### config.mk
export PLATFORM = sky130hd
export DESIGN_NAME = event_counter_bank_flat
export DESIGN_NICKNAME = d
export VERILOG_FILES = /design/src/rtl/event_counter_bank_if.sv /design/src/rtl/event_counter_bank.sv /design/src/flat_wrapper.sv
export SDC_FILE = /design/constraint.sdc
export NUM_CORES = 2
export LEC_CHECK = 0
export ABC_AREA = 0
export CAP_MARGIN = 20
export CORE_MARGIN = 3
export CORE_UTILIZATION = 45
export CTS_BUF_LIST = sky130_fd_sc_hd__clkbuf_4
export CTS_CLUSTER_SIZE = 24
export DETAILED_ROUTE_END_ITERATION = 7
export DONT_BUFFER_PORTS = 1
export MAX_ROUTING_LAYER = met4
export PLACE_DENSITY = 0.62
export RECOVER_POWER = 100
export SETUP_SLACK_MARGIN = 0.05
export SLEW_MARGIN = 10
export SYNTH_ARGS = -nofsm -noshare
export SYNTH_HDL_FRONTEND = slang
export SYNTH_SLANG_ARGS = --single-unit
### constraint.sdc
create_clock -name clk -period 6.1 [get_ports clk]
set_input_delay 1.83 -clock clk [delete_from_list [all_inputs] [get_ports clk]]
set_output_delay 1.83 -clock clk [all_outputs]
set_load 0.02 [all_outputs]
### src/rtl/event_counter_bank_if.sv
// EVENT_INT bundle: one pulse per core event per cycle.
// The execute/control path drives the `out` side; the counter bank consumes the `in` side.
interface event_int;
    logic execute;
    logic load;
    logic store;
    logic unaligned;
    logic arithmetic;
    logic trap;
    logic interrupt;
    logic conditional_branch;
    logic unconditional_branch;
    logic branch;

    modport out (
        output execute, load, store, unaligned, arithmetic,
               trap, interrupt, conditional_branch, unconditional_branch, branch
    );

    modport in (
        input  execute, load, store, unaligned, arithmetic,
               trap, interrupt, conditional_branch, unconditional_branch, branch
    );
endinterface

### src/rtl/event_counter_bank.sv
// event_counter_bank: machine-mode performance counter bank.
// Counter slots 0 (mcycle), 2 (minstret) and 3..11 (hpm3..hpm11); slot 1 does not exist.
// CSR map: lo half at 0xB00+n, hi half at 0xB80+n, mcountinhibit at 0x320.
// Reads and writes are acknowledged one cycle after the strobe; read data is the
// pre-edge counter value. A CSR write to a counter beats that cycle's increment.
// Optional feature macro EVENT_OVF_IRQ_EN: adds the W1C wrap register mhpmovf at 0x7C0
// and the registered ovf_irq output (OR of mhpmovf). Without it, wraps are silent and
// 0x7C0 is unmapped.
module event_counter_bank #(
    parameter int CNT_W  = 64,
    parameter int RD_LAT = 1
) (
    input  logic        clk,
    input  logic        rst,
    event_int.in        events,
    input  logic [11:0] csr_addr,
    input  logic        csr_rd,
    input  logic        csr_wr,
    input  logic [31:0] csr_wdata,
    output logic [31:0] csr_rdata,
    output logic        csr_ack,
    output logic        csr_illegal
`ifdef EVENT_OVF_IRQ_EN
    ,
    output logic        ovf_irq
`endif
);

    localparam int          N_CNT    = 12;
    localparam int          HI_W     = CNT_W - 32;
    // Slots that physically exist (slot 1 is a hole in the architectural numbering).
    localparam logic [11:0] CNT_MASK = 12'hFFD;

    if (RD_LAT != 1) begin : g_bad_rd_lat
        $error("event_counter_bank: RD_LAT must be 1");
    end
    if (CNT_W < 33 || CNT_W > 64) begin : g_bad_cnt_w
        $error("event_counter_bank: CNT_W must be in 33..64");
    end

    logic [CNT_W-1:0] cnt_q [N_CNT];
    logic [11:0]      inhibit_q;
    logic [11:0]      ev;
    logic [11:0]      inc;
    logic [11:0]      lo_hit;
    logic [11:0]      hi_hit;
    logic             inh_hit;
    logic             ovf_hit;
    logic             mapped;
    logic [31:0]      rd_value;

    // Event vector indexed by counter slot: cycle always counts, slot 1 never does.
    assign ev = {events.branch, events.unconditional_branch, events.conditional_branch,
                 events.interrupt, events.trap, events.arithmetic, events.unaligned,
                 events.store, events.load, events.execute, 1'b0, 1'b1};

    // Per-slot increment request, gated by mcountinhibit.
    assign inc = ev & ~inhibit_q & CNT_MASK;

`ifdef EVENT_OVF_IRQ_EN
    logic [11:0] ovf_q;
    logic [11:0] wrap;

    // A slot wraps when it increments from all-ones and is not being overwritten.
    always_comb begin
        wrap = '0;
        for (int i = 0; i < N_CNT; i++) begin
            wrap[i] = inc[i] && (&cnt_q[i]) && !(csr_wr && (lo_hit[i] || hi_hit[i]));
        end
    end

    assign ovf_hit = (csr_addr == 12'h7C0);
`else
    assign ovf_hit = 1'b0;
`endif

    // CSR address decode and read-data mux, sampled from pre-edge state.
    always_comb begin
        // NOTE: every output of this block gets a default first, so no path leaves it
        // unassigned and no latch is inferred.
        lo_hit   = '0;
        hi_hit   = '0;
        rd_value = '0;
        inh_hit  = (csr_addr == 12'h320);
        for (int i = 0; i < N_CNT; i++) begin
            if (CNT_MASK[i]) begin
                lo_hit[i] = (csr_addr == 12'hB00 + 12'(i));
                hi_hit[i] = (csr_addr == 12'hB80 + 12'(i));
            end
            if (lo_hit[i]) rd_value = cnt_q[i][31:0];
            if (hi_hit[i]) rd_value[HI_W-1:0] = cnt_q[i][CNT_W-1:32];
        end
        if (inh_hit) rd_value = {20'h0, inhibit_q};
`ifdef EVENT_OVF_IRQ_EN
        if (ovf_hit) rd_value = {20'h0, ovf_q};
`endif
        mapped = (|lo_hit) || (|hi_hit) || inh_hit || ovf_hit;
    end

    // Counter and mcountinhibit state: CSR write wins over the same-cycle increment.
    always_ff @(posedge clk) begin
        if (rst) begin
            // NOTE: the counter array is architectural state that must read 0 after reset,
            // so every entry is cleared explicitly rather than left as uninitialised storage.
            for (int i = 0; i < N_CNT; i++) begin
                cnt_q[i] <= '0;
            end
            inhibit_q <= '0;
        end else begin
            for (int i = 0; i < N_CNT; i++) begin
                // NOTE: non-blocking assignments keep every flop updating from pre-edge values.
                if (csr_wr && lo_hit[i]) begin
                    cnt_q[i][31:0] <= csr_wdata;
                end else if (csr_wr && hi_hit[i]) begin
                    cnt_q[i][CNT_W-1:32] <= csr_wdata[HI_W-1:0];
                end else if (inc[i]) begin
                    cnt_q[i] <= cnt_q[i] + CNT_W'(1);
                end
            end
            if (csr_wr && inh_hit) begin
                inhibit_q <= csr_wdata[11:0] & CNT_MASK;
            end
        end
    end

`ifdef EVENT_OVF_IRQ_EN
    // Wrap flags: W1C from the CSR port, a same-cycle wrap wins; interrupt is registered.
    always_ff @(posedge clk) begin
        if (rst) begin
            ovf_q   <= '0;
            ovf_irq <= 1'b0;
        end else begin
            ovf_q   <= (ovf_q & ~((csr_wr && ovf_hit) ? csr_wdata[11:0] : 12'h0)) | wrap;
            ovf_irq <= |ovf_q;
        end
    end
`endif

    // Registered CSR response: ack one cycle after any strobe, zeros otherwise.
    always_ff @(posedge clk) begin
        if (rst) begin
            csr_rdata   <= '0;
            csr_ack     <= 1'b0;
            csr_illegal <= 1'b0;
        end else begin
            csr_ack     <= csr_rd || csr_wr;
            csr_illegal <= (csr_rd || csr_wr) && !mapped;
            csr_rdata   <= csr_rd ? rd_value : 32'h0;
        end
    end

endmodule

### src/flat_wrapper.sv
// flat-port wrapper written by rule: the top's interface ports become plain ports
module event_counter_bank_flat 
#(
    parameter int CNT_W  = 64,
    parameter int RD_LAT = 1
)
  (clk, rst, csr_addr, csr_rd, csr_wr, csr_wdata, csr_rdata, csr_ack, csr_illegal, events_execute, events_load, events_store, events_unaligned, events_arithmetic, events_trap, events_interrupt, events_conditional_branch, events_unconditional_branch, events_branch);
  event_int events_i ();
  input  logic clk;
  input  logic rst;
  input  logic [11:0] csr_addr;
  input  logic csr_rd;
  input  logic csr_wr;
  input  logic [31:0] csr_wdata;
  output logic [31:0] csr_rdata;
  output logic csr_ack;
  output logic csr_illegal;
  input wire logic [$bits(events_i.execute)-1:0] events_execute;
  input wire logic [$bits(events_i.load)-1:0] events_load;
  input wire logic [$bits(events_i.store)-1:0] events_store;
  input wire logic [$bits(events_i.unaligned)-1:0] events_unaligned;
  input wire logic [$bits(events_i.arithmetic)-1:0] events_arithmetic;
  input wire logic [$bits(events_i.trap)-1:0] events_trap;
  input wire logic [$bits(events_i.interrupt)-1:0] events_interrupt;
  input wire logic [$bits(events_i.conditional_branch)-1:0] events_conditional_branch;
  input wire logic [$bits(events_i.unconditional_branch)-1:0] events_unconditional_branch;
  input wire logic [$bits(events_i.branch)-1:0] events_branch;
  assign events_i.execute = events_execute;
  assign events_i.load = events_load;
  assign events_i.store = events_store;
  assign events_i.unaligned = events_unaligned;
  assign events_i.arithmetic = events_arithmetic;
  assign events_i.trap = events_trap;
  assign events_i.interrupt = events_interrupt;
  assign events_i.conditional_branch = events_conditional_branch;
  assign events_i.unconditional_branch = events_unconditional_branch;
  assign events_i.branch = events_branch;
  event_counter_bank #(.CNT_W(CNT_W), .RD_LAT(RD_LAT)) u_core (.clk(clk), .rst(rst), .events(events_i), .csr_addr(csr_addr), .csr_rd(csr_rd), .csr_wr(csr_wr), .csr_wdata(csr_wdata), .csr_rdata(csr_rdata), .csr_ack(csr_ack), .csr_illegal(csr_illegal));
endmodule
**Word-level counts from Yosys, hierarchy flattened**

Memories as Yosys holds them, arrays and structs flattened.
Index checks and enable logic that the tools add are counted.

- Register bits after elaboration: 45
- Bits in writable memories: 768
- Input bits: 58
- Output and inout bits: 34
- Logic and storage cells: 321
- Memories: 1

Memories:

| memory | depth | bits a word | rd ports | clocked after Yosys merged registers in | write ports | RTL line | text |
|---|---|---|---|---|---|---|---|
| u_core.cnt_q | 12 | 64 | 11 | 0 | 12 | event_counter_bank.sv:41 | `logic [CNT_W-1:0] cnt_q [N_CNT];` |

- Add/sub/neg operators: 11
- Equal/unequal tests: 23
- Multiplexer cells: 201
- Bitwise logic cells: 47
- Reductions and logical operators: 32

Operators by type and width:

| cell | count |
|---|---|
| 32-bit 2-to-1 mux | 66 |
| 64-bit by 1-bit adder with 64-bit output, second input constant | 11 |
| 12-bit equality test, second input constant | 22 |
| 1-bit 2-to-1 mux | 134 |
| 1-bit OR | 44 |
| 1-bit logical AND | 24 |
| 11-bit OR reduction | 2 |
| 12-bit bitwise AND | 1 |
| 12-bit by 10-bit equality test with 1-bit output, second input constant | 1 |
| 12-bit 2-to-1 mux | 1 |
| 12-bit NOT | 1 |
| 1-bit logical OR | 3 |
| 3-bit OR reduction | 1 |
| 2-bit OR reduction | 1 |
| 1-bit logical NOT | 1 |
| 1-bit NOT | 1 |

**Logic depth before layout (Yosys ltp)**

- Word-level depth: 24
- Depth in mapped cells: 13
- Mapped depth without buffers: 9

**Worst setup path before layout**

No wires, ideal clock.

- Path type: input to register
- From: in csr_addr[8]
- To: mem u_core.cnt_q[0][0], enable pin
- Arrival time: 5.015 ns
- Data required time: 5.634 ns
- Slack: 0.620 ns
- Cell stages on the path: 6
- Path through: and4b_1 -> buf_2 -> nand2_1 -> clkbuf_1 -> nor2_1 -> o21ai_0

RTL lines:

| element | RTL line | text |
|---|---|---|
| start: declaration | flat_wrapper.sv:11 | `input logic [11:0] csr_addr;` |
| end: declaration | event_counter_bank.sv:41 |  |

**Final worst setup path**

- From: in csr_addr[5]
- To: reg u_core.csr_rdata[20]

- Cells in the longest elaborated chain, start to end: 23
- Elaborated cells between the ends (all ways): 46

RTL lines:

| element | RTL line | text |
|---|---|---|
| 12-bit equality test | event_counter_bank.sv:87 | `lo_hit[i] = (csr_addr == 12'hB00 + 12'(i));` |
| 32-bit 2-to-1 mux | event_counter_bank.sv:90 | `if (lo_hit[i]) rd_value = cnt_q[i][31:0];` |
| 32-bit 2-to-1 mux | event_counter_bank.sv:91 | `if (hi_hit[i]) rd_value[HI_W-1:0] = cnt_q[i][CNT_W-1:32];` |
| 32-bit 2-to-1 mux | event_counter_bank.sv:90 |  |
| 32-bit 2-to-1 mux | event_counter_bank.sv:91 |  |
| 32-bit 2-to-1 mux | event_counter_bank.sv:90 |  |
| 32-bit 2-to-1 mux | event_counter_bank.sv:91 |  |
| 32-bit 2-to-1 mux | event_counter_bank.sv:90 |  |
| [7 not listed] | -- |  |
| 32-bit 2-to-1 mux | event_counter_bank.sv:90 |  |
| 32-bit 2-to-1 mux | event_counter_bank.sv:91 |  |
| 32-bit 2-to-1 mux | event_counter_bank.sv:90 |  |
| 32-bit 2-to-1 mux | event_counter_bank.sv:91 |  |
| 32-bit 2-to-1 mux | event_counter_bank.sv:90 |  |
| 32-bit 2-to-1 mux | event_counter_bank.sv:91 |  |
| 32-bit 2-to-1 mux | event_counter_bank.sv:90 |  |
| 32-bit 2-to-1 mux | event_counter_bank.sv:91 |  |
| end signal: assignment | event_counter_bank.sv:148 | `csr_rdata <= csr_rd ? rd_value : 32'h0;` |
| end: declaration | event_counter_bank.sv:20 | `output logic [31:0] csr_rdata,` |

Several ways; a longest one is shown, not always the timed one.
A chain may end at the register's enable or synchronous reset.

==> Flow_metrics.wiki <==
{| class="wikitable"
! Metric !! Value
|-
| Status || complete, but fails checks
|-
| Failing checks || max-capacitance violations, max-slew violations
|-
| Routing usage on met2 || 60.1%
|-
| Worst slew pin tran || 3.31 ns
|-
| Avg Cell Area, Syn || 8.93 um2
|-
| Resize count post-CTS || 0
|-
| Count of max-cap constraint violations || 15
|-
| Antenna violations before repair || 13
|-
| Power per unit of standard cell area || 233 nW/um2
|-
| Total of flip-flops plus latches after synthesis || 749
|-
| Vias after detailed routing || 48700
|-
| Final Util || 49.2%
|-
| Register-to-Register Setup Slack || 2.56 ns
|-
| Setup TNS || 0 ns
|-
| Routing usage on met3 || 11.1%
|-
| # Post-CTS Setup Buffers || 0
|-
| CP Buf/Inv Count || 1
|-
| Number of buffers inserted by port buffering || 0
|-
| Upper clock frequency limit || 187 MHz
|-
| Critical path class || in2reg
|-
| Sort of element at the start of the critical path || input pin
|-
| Count of final hold-check violations || 0
|-
| Class of the tightest hold or removal check || reg2reg
|-
| Overall routed net length || 243 mm
|-
| Core Footprint || 109000 um2
|-
| Smallest setup slack after layout || 0.760 ns
|-
| Worst reg2reg path startpoint || u_core.cnt_q[9][7]
|-
| Routability congestion estimate || 1.08
|-
| Routed len/inst || 33.7 um
|-
| Number of distinct library cell variants in the gate-level netlist after synthesis || 92
|-
| Period utilisation layout || 87.5%
|-
| Post-DRT Antenna Nets || 0
|-
| Initial standard-cell utilization of the core || 45.4%
|-
| TritonCTS clock tree || done
|-
| Placed cell count || 6797
|-
| Endpoint arrival time on the critical path || 6.38 ns
|-
| Max Buffers Root-to-Sink || 3
|-
| Critical path, cell by cell || nor4b_1 -> nand4_1 -> buf_4 -> o22ai_1 -> nor3_1 -> o21ai_0 -> a21oi_1
|-
| Critical Path Sink Type || register
|-
| Number of global-route vias before repair || 43700
|-
| Hold path startpoint || u_core.inhibit_q[3]
|-
| Root buf cell || sky130_fd_sc_hd__clkbuf_4
|-
| Warnings from Yosys || 0
|-
| Asr flop ratio synth || 0%
|-
| Iteration count of the initial detailed-routing pass || 8
|-
| Number of inserted filler cells in the final layout || 10500
|-
| Required @ worst endpoint || 7.14 ns
|-
| Final Power || 12500 uW
|-
| Destination of the worst register-to-register timing path || u_core.cnt_q[9][62]
|-
| Share of post-route cells with drive strength above 1 || 9.21%
|-
| Core Rows || 121
|-
| Ys flop type || sky130_fd_sc_hd__edfxtp_1
|-
| Leakage power of the design || 0.0170 uW
|-
| Area overhead of the layout relative to synthesis || 8.29%
|-
| Most frequent cells in the layout || sky130_fd_sc_hd__nand2_1 (857), sky130_fd_sc_hd__edfxtp_1 (704), sky130_fd_sc_hd__o21ai_0 (601)
|-
| Layout Skew || 0.111 ns
|-
| EDFF count, synth || 704
|-
| Final #Nets || 5608
|-
| Max rail drop VDD || 0.144 mV
|-
| Critical path fanouts, max || 18
|-
| Global routing met1 resource utilization || 56.1%
|-
| Clock-pin slew reported for the worst setup and hold paths after clock tree synthesis || 0.07 ns
|-
| Worst reg-to-reg path cell count || 8
|-
| Half-perimeter wire length of the detailed placement result || 167 mm
|-
| I/O pin count || 92
|-
| Number of max-slew violations in the final report || 378
|-
| Time the final worst path needs with I/O delays and setup || 5.34 ns
|-
| Commonest non-fill, non-tap cell in the layout || sky130_fd_sc_hd__nand2_1
|-
| Num CTS Buffers || 214
|-
| First-pass GRT wire length || 337 mm
|-
| Syn Inst Count || 5553
|-
| H-tree depth || 4
|-
| Area of the die || 114000 um2
|-
| Hold worst-path end || u_core.inhibit_q[3]
|-
| RSZ-0062 raised after global routing || false
|-
| Width of the chip || 338 um
|-
| Sequential-to-total area share from yosys stat || 44.5%
|-
| Max_slew headroom || -123%
|-
| Post-synth design cell area || 49600 um2
|-
| Post-route insts no fill || 7190
|-
| Worst skew pair latency || 1.29 ns
|-
| Largest net degree at the start of global routing || 97
|-
| Count of unresolved DRC violations after routing || 0
|-
| Top Usage Layer GRT || met2
|-
| Worst path top cell family by delay || simple AND/OR/NAND/NOR gates
|-
| Mapped Nets || 5622
|-
| GRT Overall Usage || 42.8%
|-
| Cell at the slowest stage of the critical path || sky130_fd_sc_hd__nor4b_1
|-
| Clock net sink count || 749
|-
| Total congestion overflow || 0
|-
| Setup Slack @ Placement || 0.496 ns
|-
| Final setup vio count || 0
|-
| Hold path depth || 2
|-
| Initial drt markers || 8052
|-
| Hold Buf Count CTS || 0
|-
| Vert. Die Dim || 338 um
|-
| Maximum single-stage delay on the critical path || 1.64 ns
|-
| Routed via count divided by cell count || 6.78
|}
## flip-flops by register name (all words and copies together), names as in the netlist
name	flops
u_core.cnt_q	704
u_core.csr_rdata	32
u_core.inhibit_q	11
u_core.csr_ack	1
u_core.csr_illegal	1
## power by group
group | internal, uW | leakage (uW) | switching [uW]
clock | 2420 | 0.00162 | 2470
combinational | 338 | 0.00745 | 556
sequential | 6030 | 0.00797 | 669
total | 8780 | 0.0170 | 3700
## how the worst max path moves through the flow
stage	startpoint	to	slack [ns]	cells after the start
after floorplan	csr_addr[8]	u_core.cnt_q[0][0]	0.62	6
after global placement	csr_addr[10]	u_core.csr_rdata[2]	0.28	9
after detailed placement	csr_addr[10]	u_core.csr_rdata[20]	0.50	9
after CTS	csr_addr[10]	u_core.csr_rdata[20]	1.82	9
after global routing	csr_addr[10]	u_core.cnt_q[2][7]	0.84	6
final	csr_addr[5]	u_core.csr_rdata[20]	0.76	7
## stage by stage
stage          hold WS [ns]  area [um2]
6_report              0.461       53700
5_1_grt               0.471       53700
4_1_cts               0.453       54000
3_5_place_dp          0.445       51300
3_3_place_gp          0.437       51200
2_1_floorplan         0.432       49600
## worst register-to-register path, stage by stage (launching register included)
cell and delay, ns:
sky130_fd_sc_hd__edfxtp_1 0.59, sky130_fd_sc_hd__and4_1 0.35, sky130_fd_sc_hd__nand4_1 0.27, sky130_fd_sc_hd__nor4_1 0.45
sky130_fd_sc_hd__nand3_1 0.32, sky130_fd_sc_hd__nor4_2 0.83, sky130_fd_sc_hd__nand4_1 0.20, sky130_fd_sc_hd__xor2_1 0.15
sky130_fd_sc_hd__o21ai_0 0.08
## cells by family (layout without fill, tap and decap cells)
| kind of cell | after synthesis | count (layout) | synth area share (%) |
|---|---|---|---|
| adders and majority gates | 11 | 11 | 0.278 |
| buffers and inverters | 463 | 608 | 3.71 |
| DFF | 749 | 749 | 44.5 |
| and+or+nand+nor | 2248 | 2248 | 21.9 |
| muxes | 44 | 44 | 0.916 |
| xor gates and xnor gates | 682 | 682 | 12.0 |
| AOI/OAI and AO/OA | 1356 | 1356 | 16.7 |
| other | 0 | 16 | 0 |
## final cells by class
cell class	count	area (um2)	share of cell area (%)
diodes	16	40.0	0.0746
multi-input cells	4341	25800	48.0
inverters	86	323	0.601
clock buffers	322	2420	4.50
flip-flops and latches	749	22000	41.1
repair buffers	147	956	1.78
well taps	1476	1850	3.44
clock inverters	53	289	0.538
## Yosys cell counts, drive strengths merged (30+ instances only)
cell type | n | area share [%]
o22ai | 70 | 0.88
edfxtp | 704 | 43
xor2 | 366 | 6.5
a22oi | 30 | 0.45
a211oi | 96 | 1.5
a221oi | 43 | 0.77
nand2 | 858 | 6.5
and4 | 82 | 1.5
nand4 | 194 | 2.5
buf | 88 | 0.87
nor4 | 44 | 0.77
nor3 | 117 | 1.4
nand3 | 286 | 2.9
a22o | 38 | 0.67
and3 | 84 | 1.1
nor2 | 453 | 3.5
dfxtp | 45 | 1.8
clkbuf | 289 | 2.2
a21oi | 251 | 2.5
inv | 86 | 0.65
o21ai | 616 | 6.2
xnor2 | 316 | 5.6
mux2i | 33 | 0.67
o221ai | 42 | 0.74
## layer usage
| metal | wire length [um] | up-vias |
|---|---|---|
| met3 | 31100 | 759 |
| met4 | 16200 | 0 |
| met5 | 0 | - |
| met2 | 101000 | 3593 |
| met1 | 94100 | 23900 |
| li1 | - | 20500 |
(Power assumes the default switching activity.)
